[src/rtl/blink_pkg.sv]
// Shared types for the LED blink scheduler: config modes, per-channel states
// and the state-to-LED mapping used by every channel.
package blink_pkg;

   localparam int MODE_W = 2;
   localparam int CH_W   = 4;

   typedef enum logic [MODE_W-1:0] {
      MODE_OFF   = 2'd0,
      MODE_ON    = 2'd1,
      MODE_BLINK = 2'd2,
      MODE_BURST = 2'd3
   } blink_mode_e;

   typedef enum logic [2:0] {
      ST_OFF    = 3'd0,
      ST_ON     = 3'd1,
      ST_BLK_HI = 3'd2,
      ST_BLK_LO = 3'd3,
      ST_BST_HI = 3'd4,
      ST_BST_LO = 3'd5
   } chan_state_e;

   // LED level implied by a channel state
   function automatic logic state_led(input chan_state_e st);
      logic lvl;
      case (st)
         ST_ON:     lvl = 1'b1;
         ST_BLK_HI: lvl = 1'b1;
         ST_BST_HI: lvl = 1'b1;
         default:   lvl = 1'b0;
      endcase
      return lvl;
   endfunction

endpackage

[src/rtl/blink_chan.sv]
// One LED channel: OFF / ON / BLINK / BURST state machine advanced by the
// shared prescaler tick, with registered LED and burst-done outputs.
module blink_chan
   import blink_pkg::*;
#(
   parameter int NBITS = 4
) (
   input  logic             clk,
   input  logic             rst,
   input  logic             tick_i,
   input  logic             wr_i,
   input  blink_mode_e      mode_i,
   input  logic [NBITS-1:0] count_i,
   output logic             led_o,
   output logic             done_o
);

   chan_state_e      state_q;
   logic [NBITS-1:0] rem_q;
   logic             led_q;
   logic             done_q;

   // Channel FSM; a write always wins because writes never land on a tick edge
   always_ff @(posedge clk or posedge rst) begin
      if (rst) begin
         state_q <= ST_OFF;
         rem_q   <= {NBITS{1'b0}};
         led_q   <= 1'b0;
         done_q  <= 1'b0;
      end else begin
         done_q <= 1'b0;
         if (wr_i) begin
            case (mode_i)
               MODE_OFF: begin
                  state_q <= ST_OFF;
                  led_q   <= state_led(ST_OFF);
               end
               MODE_ON: begin
                  state_q <= ST_ON;
                  led_q   <= state_led(ST_ON);
               end
               MODE_BLINK: begin
                  state_q <= ST_BLK_HI;
                  led_q   <= state_led(ST_BLK_HI);
               end
               MODE_BURST: begin
                  if (count_i == {NBITS{1'b0}}) begin
                     state_q <= ST_OFF;
                     led_q   <= state_led(ST_OFF);
                     done_q  <= 1'b1;
                  end else begin
                     state_q <= ST_BST_HI;
                     rem_q   <= count_i - NBITS'(1);
                     led_q   <= state_led(ST_BST_HI);
                  end
               end
               default: begin
                  state_q <= ST_OFF;
                  led_q   <= 1'b0;
               end
            endcase
         end else if (tick_i) begin
            case (state_q)
               ST_BLK_HI: begin
                  state_q <= ST_BLK_LO;
                  led_q   <= state_led(ST_BLK_LO);
               end
               ST_BLK_LO: begin
                  state_q <= ST_BLK_HI;
                  led_q   <= state_led(ST_BLK_HI);
               end
               ST_BST_HI: begin
                  state_q <= ST_BST_LO;
                  led_q   <= state_led(ST_BST_LO);
               end
               ST_BST_LO: begin
                  if (rem_q != {NBITS{1'b0}}) begin
                     state_q <= ST_BST_HI;
                     rem_q   <= rem_q - NBITS'(1);
                     led_q   <= state_led(ST_BST_HI);
                  end else begin
                     state_q <= ST_OFF;
                     led_q   <= state_led(ST_OFF);
                     done_q  <= 1'b1;
                  end
               end
               default: begin
                  state_q <= state_q;
                  led_q   <= led_q;
               end
            endcase
         end else begin
            state_q <= state_q;
            rem_q   <= rem_q;
            led_q   <= led_q;
         end
      end
   end

   assign led_o  = led_q;
   assign done_o = done_q;

endmodule

[src/rtl/blink_sched.sv]
// Multi-channel LED blink scheduler: one free-running prescaler provides the
// tick for all channels; a valid/ready port reconfigures one channel at a time.
module blink_sched
   import blink_pkg::*;
#(
   parameter int CBITS = 12,
   parameter int NCH   = 4,
   parameter int NBITS = 4
) (
   input  logic              clk,
   input  logic              rst,
   input  logic              cfg_valid_i,
   output logic              cfg_ready_o,
   input  logic [CH_W-1:0]   cfg_ch_i,
   input  logic [MODE_W-1:0] cfg_mode_i,
   input  logic [NBITS-1:0]  cfg_count_i,
   output logic [NCH-1:0]    led_o,
   output logic [NCH-1:0]    done_o,
   output logic              tick_o
);

   logic [CBITS-1:0] cnt_q;
   logic             tick_q;
   logic             tick_s;
   logic             xfer_s;
   logic [NCH-1:0]   wr_s;
   blink_mode_e      mode_s;

   assign tick_s      = (cnt_q == {CBITS{1'b0}});
   // Holding off configs on the tick edge removes any config/tick priority question
   assign cfg_ready_o = ~tick_s;
   assign xfer_s      = cfg_valid_i & cfg_ready_o;
   assign mode_s      = blink_mode_e'(cfg_mode_i);
   assign tick_o      = tick_q;

   // Shared prescaler and registered tick pulse
   always_ff @(posedge clk or posedge rst) begin
      if (rst) begin
         cnt_q  <= {CBITS{1'b0}};
         tick_q <= 1'b0;
      end else begin
         cnt_q  <= cnt_q + CBITS'(1);
         tick_q <= tick_s;
      end
   end

   for (genvar i = 0; i < NCH; i++) begin : g_chan
      assign wr_s[i] = xfer_s & (cfg_ch_i == CH_W'(i));

      blink_chan #(
         .NBITS (NBITS)
      ) u_chan (
         .clk     (clk),
         .rst     (rst),
         .tick_i  (tick_s),
         .wr_i    (wr_s[i]),
         .mode_i  (mode_s),
         .count_i (cfg_count_i),
         .led_o   (led_o[i]),
         .done_o  (done_o[i])
      );
   end

endmodule

[config.mk]
export PLATFORM = sky130hd
export DESIGN_NAME = blink_sched
export DESIGN_NICKNAME = d
export VERILOG_FILES = /design/src/rtl/blink_pkg.sv /design/src/rtl/blink_chan.sv /design/src/rtl/blink_sched.sv
export SDC_FILE = /design/constraint.sdc
export NUM_CORES = 1
export LEC_CHECK = 0
export CAP_MARGIN = 20
export CORE_MARGIN = 2
export CORE_UTILIZATION = 50
export DETAILED_ROUTE_END_ITERATION = 16
export PLACE_DENSITY_LB_ADDON = 0.1
export SLEW_MARGIN = 20
export SYNTH_ARGS = -nofsm -noshare
export SYNTH_HDL_FRONTEND = slang
export SYNTH_HIERARCHICAL = 1
export SYNTH_SLANG_ARGS = --single-unit
[constraint.sdc]
create_clock -name clk -period 3.1 [get_ports clk]
set_clock_uncertainty 0.15 [all_clocks]
set_input_delay 0.31 -clock clk [delete_from_list [all_inputs] [get_ports clk]]
set_output_delay 0.31 -clock clk [all_outputs]
set_load 0.01 [all_outputs]
# Yosys cells after proc, flatten, opt, wreduce, memory -nomap -nowiden
# Index checks and enable logic that the tools add are counted.
[word_totals]
ff_bits = 49
out_inout_bits = 10
elab_cells = 177
[op_classes]
addsub = 6
n_eq_ne = 30
n_mux = 72
bitwise_logic = 6
n_reduce_logical = 45
[op_table]
columns = ["operator", "n"]
rows = [
  ["two-way mux 4 bit", 18],
  ["one-hot mux 3 bit (4 select lines)", 5],
  ["two-way mux 3 bit", 13],
  ["nonzero test 4 bit", 8],
  ["two-way mux 1 bit", 31],
  ["== test 3 x 2 -> 1 bit (second input constant)", 8],
  ["== test 3 bit (second input constant)", 8],
  ["nonzero test 2 bit", 12],
  ["AND reduction 5 bit", 4],
  ["nonzero test 5 bit", 4],
  ["subtractor 4 x 1 -> 4 bit (second input constant)", 5],
  ["!= test 2 bit (second input constant)", 8],
  ["AND reduction 2 bit", 8],
  ["one-hot mux 1 bit (3 select lines)", 5],
  ["adder 12 x 1 -> 12 bit (second input constant)", 1],
  ["logical NOT 12 bit", 1],
  ["OR reduction 2 bit", 5],
  ["== test 4 x 2 -> 1 bit (second input constant)", 2],
  ["logical NOT 4 bit", 2],
  ["bitwise AND 1 bit", 5],
  ["== test 2 bit (second input constant)", 2],
  ["== test 4 x 1 -> 1 bit (second input constant)", 1],
  ["== test 2 x 1 -> 1 bit (second input constant)", 1],
  ["logical NOT 2 bit", 1],
  ["NOT 1 bit", 1],
]

# Logic depth before layout (Yosys ltp)
# Gate-level depths: netlist of the first run.
[depth]
word_depth = 6
depth_mapped = 11
ltp_nobuf = 9

# Cells and area by module
# Netlist of the first run, hierarchy kept.
[modules_own_cells]
columns = ["mod", "n_inst", "cells_each", "area_each_um2"]
rows = [
  ["blink_chan", 4, 66, 661.9],
  ["blink_sched", 1, 58, 619.3],
]

# Least setup slack after synthesis of the first run
# OpenSTA, ideal clock, no wires.
[synth_timing]
path_type = "register to register"
from = "reg cnt_q[0]"
to = "reg g_chan[1].u_chan.rem_q[2]"
setup_time_ns = 0.094
t_arrival_ns = 2.534
slack_ns = 0.322
path_stages_with_launch = 12
cell_sequence = "dfrtp_1 > inv_1 > ha_1 > and4_1 > buf_6 > nor4b_1 > buf_4 > mux2i_1 > ha_1 > nor3_1 > a31o_1 > a221oi_2"
[synth_between]
elab_chain_len = 6
[synth_rtl]
columns = ["element", "line", "text"]
rows = [
  ["start, declared", "blink_sched.sv:22", "logic [CBITS-1:0] cnt_q;"],
  ["start signal, assigned", "blink_sched.sv:39", "cnt_q <= {CBITS{1'b0}};"],
  ["start signal, assigned", "blink_sched.sv:42", "cnt_q <= cnt_q + CBITS'(1);"],
  ["logical NOT 12 bit *", "blink_sched.sv:29", "assign tick_s = (cnt_q == {CBITS{1'b0}});"],
  ["named net tick_s", "blink_sched.sv:24", "logic tick_s;"],
  ["NOT 1 bit *", "blink_sched.sv:31", "assign cfg_ready_o = ~tick_s;"],
  ["bitwise AND 1 bit *", "blink_sched.sv:32", "assign xfer_s = cfg_valid_i & cfg_ready_o;"],
  ["bitwise AND 1 bit *", "blink_sched.sv:48", "assign wr_s[i] = xfer_s & (cfg_ch_i == CH_W'(i));"],
  ["named net wr_s[1]", "blink_sched.sv:26", "logic [NCH-1:0] wr_s;"],
  ["!= test 2 bit (no line) or nonzero test 2 bit (tied branches)", "-", ""],
  ["AND reduction 5 bit (no line)", "-", ""],
  ["end signal, assigned", "blink_chan.sv:53", "rem_q <= count_i - NBITS'(1);"],
  ["end signal, assigned", "blink_chan.sv:79", "rem_q <= rem_q - NBITS'(1);"],
  ["end signal, assigned", "blink_chan.sv:94", "rem_q <= rem_q;"],
  ["end, declared", "blink_chan.sv:19", "logic [NBITS-1:0] rem_q;"],
]
# Mark *: on every way through the listed nets, which the timed path passes. The rest lies on a longest branch.
# A chain may end at the register's enable or synchronous reset.

# Final worst setup path of the first run
[layout_timing]
from = "reg cnt_q[5]"
to = "out cfg_ready_o"
[layout_between]
elab_chain_len = 2
[layout_rtl]
columns = ["element", "line", "text"]
rows = [
  ["logical NOT 12 bit", "blink_sched.sv:29", ""],
  ["NOT 1 bit", "blink_sched.sv:31", ""],
  ["end, declared", "blink_sched.sv:13", "output logic cfg_ready_o,"],
]
# No other way between the ends.

==> results.toml, run 1 <==
[run_status]
status = "finished clean"

[route]
drt-initial-drc-count = 67
vias_per_cell = 5.64
drc = 0
vias = 2412
avgRoutedWirePerCell_um = 15.2
wl_um = 6510
final_antenna_net_count = 0
firstDrtPassIters = 4

[sta]
drv_slew = 0
setup_viol = 0
worstMarginPinSlew_ns = 0.565
fmax_mhz = 367
timing.final.crit_share_pct = 87.8
slew-limit-headroom_pct = 62.2
postLayoutSetupSlackWorst_ns = 0.377
rsz0062_at_grt = "false"
worst_hold_slack_ns = 0.286
finalCriticalPeriod_ns = 2.72
fin_tns_setup_ns = 0
hold_viol_final = 0

[placed_design]
place_congestion = 0.795
dp_hpwl_um = 4880
dp_slack_ns = 0.428
port_buffers = 22
postPlaceCellArea_um2 = 3600

[clocking]
cts_sinks = 49
cts_resized = 0
cts_tree = "built"
cts_root_buf = "clkbuf_8"
cts_max_path_buffers = 2
ctsHoldBuffers = 0
clkTransAtPathRegs_ns = 0.10
cts_made_buffers = 5
htreeDepth = 2
clkLatencyLatePin_ns = 0.31
cts_setup_buffers = 0

[logic_synthesis]
netlist.area_leader.share_pct = 37.5
yosys.area.top_type = "dfrtp_1"
ys_seq_area_share_pct = 37.5
synth_fp_nets = 361
synth-edff-count = 0
synthCells = 322
synthFlopType = "dfrtp_1"
syn-mean-instance-area_um2 = 10.1
synthArstFlopShare_pct = 100
yosysUniqueCellTypes = 40
ys_seq_elements = 49
netlist_area_um2 = 3270
yosys-top-cells-area = "dfrtp_1, ha_1, mux2i_1"
yosys_warnings = 6

[pwr]
power.density_nw_per_um2 = 482
power_w = 0.00180
vdd_drop_max_mv = 0.259
p_leak_nw = 1.64

[setup_path]
worstSetupStartpointType = "flop"
worst-setup-path-type = "flop to output port"
cp_top_family = "buffers and inverters"
slowest_stage = "clkdlybuf4s50_1"
critical_path_buf_inv_count = 3
required_ns = 2.64
crit_chain = "nor4_1 > and4_1 > buf_4 > inv_1 > clkdlybuf4s50_1"
endpoint_kind = "output port"
max_stage_delay_ns = 0.47
critPathArrivalTime_ns = 2.26
worstPathMaxFanout = 17

[floorplanning]
chipWidth_um = 84.8
core_region_area_um2 = 6350
fp.dieArea_um2 = 7200
floorplan.io_pins = 23
num_rows = 29
dieHeight_um = 84.8
start_util_pct = 51.4

[global_routing]
grt_pass1_wl_um = 11600
grt_max_degree = 18
antenna_found_initial = 0
first_global_vias = 2518
grt_usage_pct = 19.8
grt.overflow.total = 0

[finish]
drive_gt1_share_pct = 12.8
finalInstanceArea_um2 = 3740
area_growth_syn_to_layout_pct = 14.4
final_cell_mix = "dfrtp_1, inv_1, ha_1, nor2_1, clkdlybuf4s50_1"
nets = 389
layout_commonest_cell = "dfrtp_1"
diodes = 0
fill_cells = 558

[hold_path]
hold_path.class = "input pin to asynchronous set/reset pin"

[run]
max_cap_violations = 0
==> area by class of cell <==
| cell class | instances | area, µm² | share of cell area, % |
|---|---|---|---|
| multi-input combinational | 233 | 1880 | 50.3 |
| sequential | 49 | 1230 | 32.8 |
| timing repair buffer | 30 | 280 | 7.50 |
| inverter | 31 | 116 | 3.11 |
| tap | 77 | 96.3 | 2.58 |
| clock buffer | 5 | 68.8 | 1.84 |
| clock inverter | 3 | 68.8 | 1.84 |
==> per-stage QoR <==
stage	instances	utilization (%)
3_3_place_gp	420	56.7
6_report	428	58.9
4_1_cts	428	58.9
5_1_grt	428	58.9
3_5_place_dp	420	56.7
2_1_floorplan	322	-
==> Yosys cell counts, types with 5 or more instances <==
cell      instances
o21ai_0           8
dfrtp_1          49
o22ai_1           8
mux2i_1          12
nor3_1           11
a311oi_1          8
nand3_1          11
and4_1            5
a31o_1            8
inv_1            31
xnor2_1          12
ha_1             26
xor2_1            6
nor2_1           22
nand2_1          19
==> power by group <==
part | switching, W | internal [W]
Clock | 0.000236 | 0.000325
Combinational | 0.000202 | 0.000239
Sequential | 0.0000774 | 0.000721
==> layer usage <==
metal	part of all wire, %	up-vias	global-route usage [%]
met1	47	1171	25.4
met2	50	25	34.6
met4	1.2	0	5.48
met3	2.2	6	3.50
li1	-	1210	-
met5	0	-	0
==> cell families after synthesis <==
| family | count (synthesis) | share of synthesized area [%] |
|---|---|---|
| AND/OR/NAND/NOR | 109 | 21.9 |
| AO/OA/AOI/OAI | 60 | 13.9 |
| flip-flops | 49 | 37.5 |
| buffers and inverters | 40 | 5.44 |
| adder cells (fa/ha/maj) | 26 | 9.96 |
| multiplexers | 20 | 6.43 |
| XOR/XNOR | 18 | 4.83 |
==> worst reg2reg max path, cell delays in order (launching register included) <==
cell	delay (ns)
dfrtp_1	0.40
inv_1	0.07
ha_1	0.20
and4_1	0.25
nor4b_2	0.33
buf_4	0.25
mux2i_1	0.26
ha_1	0.27
nor3_1	0.07
a31o_1	0.20
a221oi_2	0.17
==> state kept, by name, indices dropped and copies added (netlist names) <==
name                   flops
g_chan.u_chan/rem_q       16
tick_o                     1
g_chan.u_chan/done_o       4
g_chan.u_chan/state_q     12
cnt_q                     12
g_chan.u_chan/led_o        4
==> path summary, 6_finish.rpt <==
path / start / end / slack (ns) / depth (start not counted)
max in group asynchronous: rst / cnt_q[0] / 2.10 / 2
setup reg to reg: cnt_q[0] / g_chan[1].u_chan/rem_q[2] / 0.40 / 10
setup / recovery: cnt_q[5] / cfg_ready_o / 0.38 / 5
hold / removal: rst / g_chan[1].u_chan/rem_q[2] / 0.29 / 2
min in group clk: cnt_q[11] / cnt_q[11] / 0.34 / 1
hold reg to reg: cnt_q[11] / cnt_q[11] / 0.34 / 1
No activity file was read; power rests on OpenSTA's default activity.
==> inputs of run 2 (changes only) <==
--- a/config.mk
+++ b/config.mk
@@ -9,7 +9,7 @@
 export CORE_MARGIN = 2
 export CORE_UTILIZATION = 50
 export DETAILED_ROUTE_END_ITERATION = 16
-export PLACE_DENSITY_LB_ADDON = 0.1
+export PLACE_DENSITY = 0.73
 export SLEW_MARGIN = 20
 export SYNTH_ARGS = -nofsm -noshare
 export SYNTH_HDL_FRONTEND = slang
==> results.toml, run 2 (synthesized netlist as in run 1, its figures left out) <==
[setup_path]
worst-setup-path-type = "flop to flop"
r2r_cells = 9
worstSetupStartpointType = "flop"
crit_chain = "inv_1 > ha_1 > and4_1 > nor4_2 > mux2i_1 > ha_1 > nor3_1 > a31o_1 > a221oi_2"
max_stage_delay_ns = 0.59
required_ns = 3.15
regToRegSetupSlack_ns = 0.31
critPathArrivalTime_ns = 2.84
slowest_stage = "nor4_2"
worstPathMaxFanout = 10
endpoint_kind = "flop"
r2r_start = "cnt_q[0]"
path_common_cell = "ha_1"
reg2reg_to = "g_chan[0].u_chan/rem_q[2]"

[route]
drt-initial-drc-count = 93
wl_um = 6600
avgRoutedWirePerCell_um = 15.4
final_antenna_net_count = 0
vias = 2430
firstDrtPassIters = 5
vias_per_cell = 5.68
drc = 0

[finish]
largest_reg_flops = 16
layoutNonFillerInstCount = 428
diodes = 0
drive_gt1_share_pct = 12.8
utilization_pct = 58.2
final_cell_mix = "dfrtp_1, inv_1, ha_1, nor2_1, clkdlybuf4s50_1"
reg_top3 = "g_chan.u_chan/rem_q: 16 flops, cnt_q: 12 flops, g_chan.u_chan/state_q: 12 flops"
nets = 390
regMostFlops = "g_chan.u_chan/rem_q"
layout_commonest_cell = "dfrtp_1"
area_growth_syn_to_layout_pct = 13.2

[sta]
finalCriticalPeriod_ns = 2.79
fin_tns_setup_ns = 0
worst_hold_slack_ns = 0.287
setup_viol = 0
hold_viol_final = 0
slew-limit-headroom_pct = 58.2
rsz0062_at_grt = "false"
fmax_mhz = 359
worstMarginPinSlew_ns = 0.622
drv_slew = 0
timing.final.crit_share_pct = 90.0

[floorplanning]
floorplan.io_pins = 23
dieHeight_um = 84.8
num_rows = 29
core_region_area_um2 = 6350
start_util_pct = 51.4
fp.dieArea_um2 = 7200
chipWidth_um = 84.8

[clocking]
clkTransAtPathRegs_ns = 0.09
clkLatencyLatePin_ns = 0.29
cts_setup_buffers = 0
htreeDepth = 2
cts_resized = 0
cts_root_buf = "clkbuf_8"
ctsHoldBuffers = 0
cts_tree = "built"
cts_max_path_buffers = 2
cts_made_buffers = 5
cts_sinks = 49

[global_routing]
first_global_vias = 2338
grt_pass1_wl_um = 11100
grt_max_degree = 15
grt_usage_pct = 19.3
antenna_found_initial = 0
grt.overflow.total = 0

[pwr]
p_leak_nw = 1.62
power_w = 0.00163
vdd_drop_max_mv = 0.288
power.density_nw_per_um2 = 441

[run]
max_cap_violations = 0

[placed_design]
dp_hpwl_um = 4880
place_congestion = 0.775
port_buffers = 22
placed_cells = 421

[hold_path]
hold_path.class = "input pin to asynchronous set/reset pin"

[run_status]
status = "finished clean"
[run 2: worst max path at each step]
stage / startpoint / endpoint / slack [ns] / cells after the start
2_1_floorplan: cnt_q[0] / g_chan[1].u_chan/rem_q[2] / 0.32 / 11
3_3_place_gp: cfg_ch_i[3] / g_chan[2].u_chan/rem_q[2] / 0.36 / 10
3_5_place_dp: cfg_ch_i[3] / g_chan[2].u_chan/rem_q[2] / 0.31 / 10
4_1_cts: cnt_q[0] / g_chan[0].u_chan/rem_q[2] / 0.30 / 9
5_1_grt: cnt_q[0] / g_chan[0].u_chan/rem_q[2] / 0.07 / 9
6_report: cnt_q[0] / g_chan[0].u_chan/rem_q[2] / 0.31 / 9
[run 2: area by class of cell]
type	instances	area, µm²
Sequential cell	49	1230
Timing Repair Buffer	31	288
Tap cell	77	96.3
Clock buffer	6	82.6
Fill cell	526	2650
Multi-Input combinational cell	233	1880
Inverter	31	116
Clock inverter	1	7.51
[run 2: critical path, delay by kind of cell (launching register included)]
kind / cells / cell delay, ns
flops: 1 / 0.40
simple gates: 3 / 0.94
buf+inv: 1 / 0.07
mux: 1 / 0.31
fa+ha+maj: 2 / 0.45
compound gates: 2 / 0.37
[run 2: routing by layer]
metal	global-route usage [%]	routed length (µm)
met1	26.5	3260
met2	32.3	3090
met3	3.31	214
met4	3.90	40
met5	0	0
[run 2: where the power goes]
group          switching, W  internal [W]  leakage (nW)
clock network      0.000206      0.000177        0.0433
logic              0.000205      0.000240         0.951
registers         0.0000822      0.000721         0.624
[run 2: through the flow]
step	cell area, µm²	setup WS (ns)
finish	3700	0.311
global placement	3610	0.360
floorplan	3270	0.322
global route	3700	0.0740
CTS	3700	0.299
detailed placement	3610	0.310
